### src/rtl/game_state_ctrl.sv
// game_state_ctrl: bird/pipe/boundary collision, pipe-pass scoring and game FSM.
// A hit is registered once in hit_r before the FSM reacts, so game_end lags the offending input by two ticks.
module game_state_ctrl #(
  parameter int BIRD_X      = 100,
  parameter int BIRD_HALF   = 14,
  parameter int PIPE_HALF_W = 20,
  parameter int GAP_HALF    = 60,
  parameter int Y_MIN       = 15,
  parameter int Y_MAX       = 465,
  parameter int HIT_HOLD    = 10,
  parameter int MAX_SCORE   = 999
) (
  input  logic       clk10,
  input  logic       clr,
  input  logic       start,
  input  logic [9:0] bird_y_pos,
  input  logic [9:0] pipe_x,
  input  logic [9:0] gap_y,
  output logic       game_end,
  output logic       playing,
  output logic       hit_flash,
  output logic [9:0] score
);
  localparam int HW = $clog2(HIT_HOLD + 1);
  localparam logic [HW-1:0] HOLD_LAST = HW'(HIT_HOLD - 1);
  localparam logic signed [10:0] BX = 11'(BIRD_X);
  localparam logic signed [10:0] BH = 11'(BIRD_HALF);
  localparam logic signed [10:0] GH = 11'(GAP_HALF);
  localparam logic signed [10:0] XW = 11'(PIPE_HALF_W + BIRD_HALF);
  localparam logic signed [10:0] YLO = 11'(Y_MIN);
  localparam logic signed [10:0] YHI = 11'(Y_MAX);
  localparam logic [9:0] BXU = 10'(BIRD_X);
  localparam logic [9:0] MS = 10'(MAX_SCORE);

  typedef enum logic [1:0] {IDLE, PLAY, HIT, OVER} state_t;
  state_t state;
  logic hit_r;
  logic [9:0] pipe_x_prev;
  logic [HW-1:0] hold_cnt;

  logic signed [10:0] by, px, gy, d, dx, bt_raw, gt_raw, bird_top, bird_bot, gap_top, gap_bot;
  logic x_ovl, y_out, bnd, hit_now, pass;

  assign by = {1'b0, bird_y_pos};
  assign px = {1'b0, pipe_x};
  assign gy = {1'b0, gap_y};
  assign d = px - BX;
  assign dx = d[10] ? -d : d;
  assign x_ovl = dx < XW;
  assign bt_raw = by - BH;
  assign gt_raw = gy - GH;
  assign bird_top = bt_raw[10] ? '0 : bt_raw;
  assign gap_top = gt_raw[10] ? '0 : gt_raw;
  assign bird_bot = by + BH;
  assign gap_bot = gy + GH;
  assign y_out = (bird_top < gap_top) | (bird_bot > gap_bot);
  assign bnd = (by <= YLO) | (by >= YHI);
  assign hit_now = (x_ovl & y_out) | bnd;
  assign pass = (pipe_x_prev > BXU) & (pipe_x <= BXU);

  always_ff @(posedge clk10 or negedge clr) begin
    if (!clr) begin
      state <= IDLE;
      game_end <= 1'b0;
      playing <= 1'b0;
      hit_flash <= 1'b0;
      score <= '0;
      hit_r <= 1'b0;
      pipe_x_prev <= '0;
      hold_cnt <= '0;
    end else begin
      pipe_x_prev <= pipe_x;
      hit_r <= 1'b0;
      case (state)
        IDLE: if (start) begin
          state <= PLAY;
          playing <= 1'b1;
          score <= '0;
        end
        PLAY: begin
          hit_r <= hit_now & ~hit_r;
          if (pass && !hit_now && !hit_r && score != MS) score <= score + 10'd1;
          if (hit_r) begin
            state <= HIT;
            playing <= 1'b0;
            game_end <= 1'b1;
            hit_flash <= 1'b0;
            hold_cnt <= '0;
          end
        end
        HIT: if (hold_cnt == HOLD_LAST) begin
          state <= OVER;
          hit_flash <= 1'b0;
        end else begin
          hit_flash <= ~hit_flash;
          hold_cnt <= hold_cnt + 1'b1;
        end
        OVER: if (start) begin
          state <= IDLE;
          game_end <= 1'b0;
        end
      endcase
    end
  end
endmodule

### config.mk
export PLATFORM = sky130hd
export DESIGN_NAME = game_state_ctrl
export DESIGN_NICKNAME = d
export VERILOG_FILES = /design/src/rtl/game_state_ctrl.sv
export SDC_FILE = /design/constraint.sdc
export NUM_CORES = 1
export LEC_CHECK = 0
export BUFFER_PORTS_ARGS = -buffer_cell sky130_fd_sc_hd__buf_2
export CORE_ASPECT_RATIO = 1.25
export CORE_MARGIN = 2
export CORE_UTILIZATION = 40
export CTS_CLUSTER_SIZE = 28
export DETAILED_ROUTE_END_ITERATION = 16
export GPL_TIMING_DRIVEN = 0
export PLACE_DENSITY = 0.61
export SKIP_CTS_REPAIR_TIMING = 1
export SYNTH_ARGS = -nofsm -noshare
export SYNTH_HDL_FRONTEND = slang
export SYNTH_SLANG_ARGS = --single-unit
### constraint.sdc
create_clock -name clk10 -period 2.8 [get_ports clk10]
set_input_delay 0.28 -clock clk10 [delete_from_list [all_inputs] [get_ports clk10]]
set_output_delay 0.28 -clock clk10 [all_outputs]
set_load 0.005 [all_outputs]
==> flow_metrics.env <==
export IMPL_p_per_area_nw_per_um2=582
export IMPL_hold_violations=0
export IMPL_final_common_cell="nand2_1"
export IMPL_antenna_cells=0
export IMPL_ant_nets=0
export IMPL_clk_pin_slew_worst_paths_ns=0.07
export IMPL_cts_tree="yes"
export IMPL_postSynthCellCount=380
export IMPL_fp_dieH_um=102
export IMPL_path_cells="buf_6 -> or4_4 -> nor4b_4 -> buf_4 -> nor2_2 -> ha_1 -> nand2_1 -> nor4_2 -> a211o_1 -> o31ai_4 -> a21oi_4 -> buf_6 -> a41o_1 -> o211ai_1"
export IMPL_min_path_type="primary input to asynchronous set/reset pin"
export IMPL_yosysSeqAreaShare=0.245
export IMPL_ys_ff_latch=30
export IMPL_core_area_um2=7400
export IMPL_grt_max_degree=31
export IMPL_finalSetupTns_ns=-0.233
export IMPL_cp_common_cell="buf_6"
export IMPL_die_x_um=82.3
export IMPL_synth_area_um2=3070
export IMPL_vdd_drop_max_v=0.000331
export IMPL_most_common_layout_cells="nand2_1 (49), buf_2 (39), ha_1 (35)"
export IMPL_fin_util=0.480
export IMPL_gr_total_overflow=0
export IMPL_fin_crit_sh=1.03
export IMPL_cts_buffers=5
export IMPL_multiInputGateArea_um2=2180
export IMPL_slew_headroom=0.559
export IMPL_rows=35
export IMPL_root_buffer="clkbuf_8"
export IMPL_skew_ns=0.00875
export IMPL_final_max_slew_viol_count=0
export IMPL_wl_mm=7.36
export IMPL_first_global_vias=2746
export IMPL_use_met2=0.326
export IMPL_rsz0062_at_grt="yes"
export IMPL_fin_crit_ns=2.88
export IMPL_first_pass_iters=4
export IMPL_grt_usage=0.183
export IMPL_p_total_mw=2.07
export IMPL_cts_buffer_depth=2
export IMPL_post_drt_wl_per_cell_um=14.1
export IMPL_drt_iter0_drc=56
export IMPL_grt_pass1_wl_mm=12.2
export IMPL_drive_above_1_share=0.171
export IMPL_tightest_slew_ns=0.661
export IMPL_grt_busiest_layer="met2"
export IMPL_finalSetupViolCount=7
export IMPL_drv_cap=0
export IMPL_area_delta_synth_final_pct=15.8
export IMPL_worst_slack_ns=-0.0845
export IMPL_use_met1=0.220
export IMPL_nFillCells=740
export IMPL_port_buffers=38
export IMPL_status="finished, violations left"
export IMPL_path_buf_inv=3
export IMPL_regArea_um2=751
export IMPL_h_tree_depth=2
export IMPL_reg2reg_depth=10
export IMPL_async_flop_share=1.00
export IMPL_slowest_stage="or4_4"
export IMPL_final_nets=495
export IMPL_ioPinCount=46
export IMPL_syn_nets=448
export IMPL_critPathMaxStageDelay_ns=0.56
export IMPL_avgSynthCellArea_um2=8.07
export IMPL_clock_latency_ns=0.29
export IMPL_path_max_fanout=5
export IMPL_drc=0
export IMPL_gp_congestion=0.806
export IMPL_startpoint_type="primary input"
export IMPL_ys_warn_count=0
export IMPL_design_die_area_um2=8390
export IMPL_crit_arrival_ns=3.05
export IMPL_vias=2883
export IMPL_clock_sinks=30
export IMPL_ys_types=62
export IMPL_violations="setup timing"
export IMPL_synthFlopType="dfrtp_1"
export IMPL_fmax_ghz=0.347
export IMPL_start_util=0.415
export IMPL_cp_depth=14
export IMPL_antenna_found_initial=0
export IMPL_whs_ns=0.0195
export IMPL_use_met3=0.0336
export IMPL_dp_hpwl_mm=5.67
export IMPL_via_per_inst=5.54
export IMPL_startpoint="bird_y_pos[4]"
export IMPL_rr_startpoint="state[1]"
export IMPL_crit_type="primary input to flip-flop"
export IMPL_cp_required_ns=2.96
export IMPL_power_leakage_nw=1.62
export IMPL_cp_top_family="simple AND/OR/NAND/NOR gates"
export IMPL_end_kind="flip-flop"
export IMPL_synth_edf_count=0
layer usage:
metal	vias to the layer above	share of wire
met4	0	0.0077
met2	43	0.50
met3	6	0.033
met5	-	0
li1	1467	-
met1	1367	0.45
power breakdown:
part	switching, mW	internal [mW]	total (mW)	leakage (nW)
Sequential	0.156	0.556	0.713	0.365
Clock	0.174	0.197	0.371	0.0472
Combinational	0.545	0.439	0.983	1.21
through the flow:
| step | worst slack, ns | area (um^2) | std cells |
|---|---|---|---|
| after floorplan | -0.130 | 3080 | 380 |
| after global placement | -0.541 | 3390 | 510 |
| after detailed placement | -0.545 | 3390 | 510 |
| after CTS | -0.242 | 3480 | 518 |
| after global routing | -0.178 | 3550 | 520 |
| final | -0.0845 | 3550 | 520 |
flip-flops by register name, summed over array words and instances (netlist names):
register,cells
hit_r,1
score,10
playing,1
pipe_x_prev,10
state,2
game_end,1
hit_flash,1
hold_cnt,4
logic make-up after synthesis:
| logic type | synth area share |
|---|---|
| simple gates | 0.260 |
| flops | 0.245 |
| buf+inv | 0.0587 |
| xor+xnor | 0.0685 |
| compound gates | 0.197 |
| mux | 0.0281 |
| fa+ha+maj | 0.143 |
cell usage after synthesis (3+ instances only):
library cell,instances,share of area
nand2_1,49,0.060
ha_1,35,0.14
dfrtp_1,30,0.24
nor2_1,30,0.037
inv_1,24,0.029
o21ai_0,18,0.029
a21oi_1,16,0.026
xnor2_1,15,0.043
nand3_1,14,0.023
nor3_1,14,0.023
clkbuf_1,10,0.012
a21o_1,9,0.022
xor2_1,9,0.026
nand4_1,8,0.016
and3_1,7,0.014
mux2i_1,6,0.020
nand4b_1,6,0.017
nor4_1,6,0.012
o211ai_1,6,0.015
nand2b_1,5,0.010
nor2b_1,4,0.0082
a31oi_1,3,0.0061
buf_2,3,0.0049
buf_6,3,0.011
o22ai_1,3,0.0061
final timing paths:
kind,to,slack [ns]
max in group asynchronous,pipe_x_prev[0],2.34
max,score[5],-0.08
min in group clk10,pipe_x_prev[4],0.12
min,hold_cnt[1],0.02
min reg2reg,game_end,0.53
max reg2reg,score[5],0.45
worst register-to-register path, delay by kind of cell, from the launching register on:
family | cells | cell delay [ns]
flops | 1 | 0.40
fa+ha+maj | 1 | 0.16
simple gates | 3 | 0.80
compound gates | 4 | 0.62
buf+inv | 2 | 0.25
layout make-up:
class,instances,area share
inverters,24,0.0254
clock buffers,6,0.0232
repair buffers,42,0.0665
well taps,92,0.0324
clock inverters,2,0.00352
plain buffers,15,0.0243
flip-flops and latches,30,0.211
multi-input cells,309,0.613
Power figures use the tool's default switching activity.
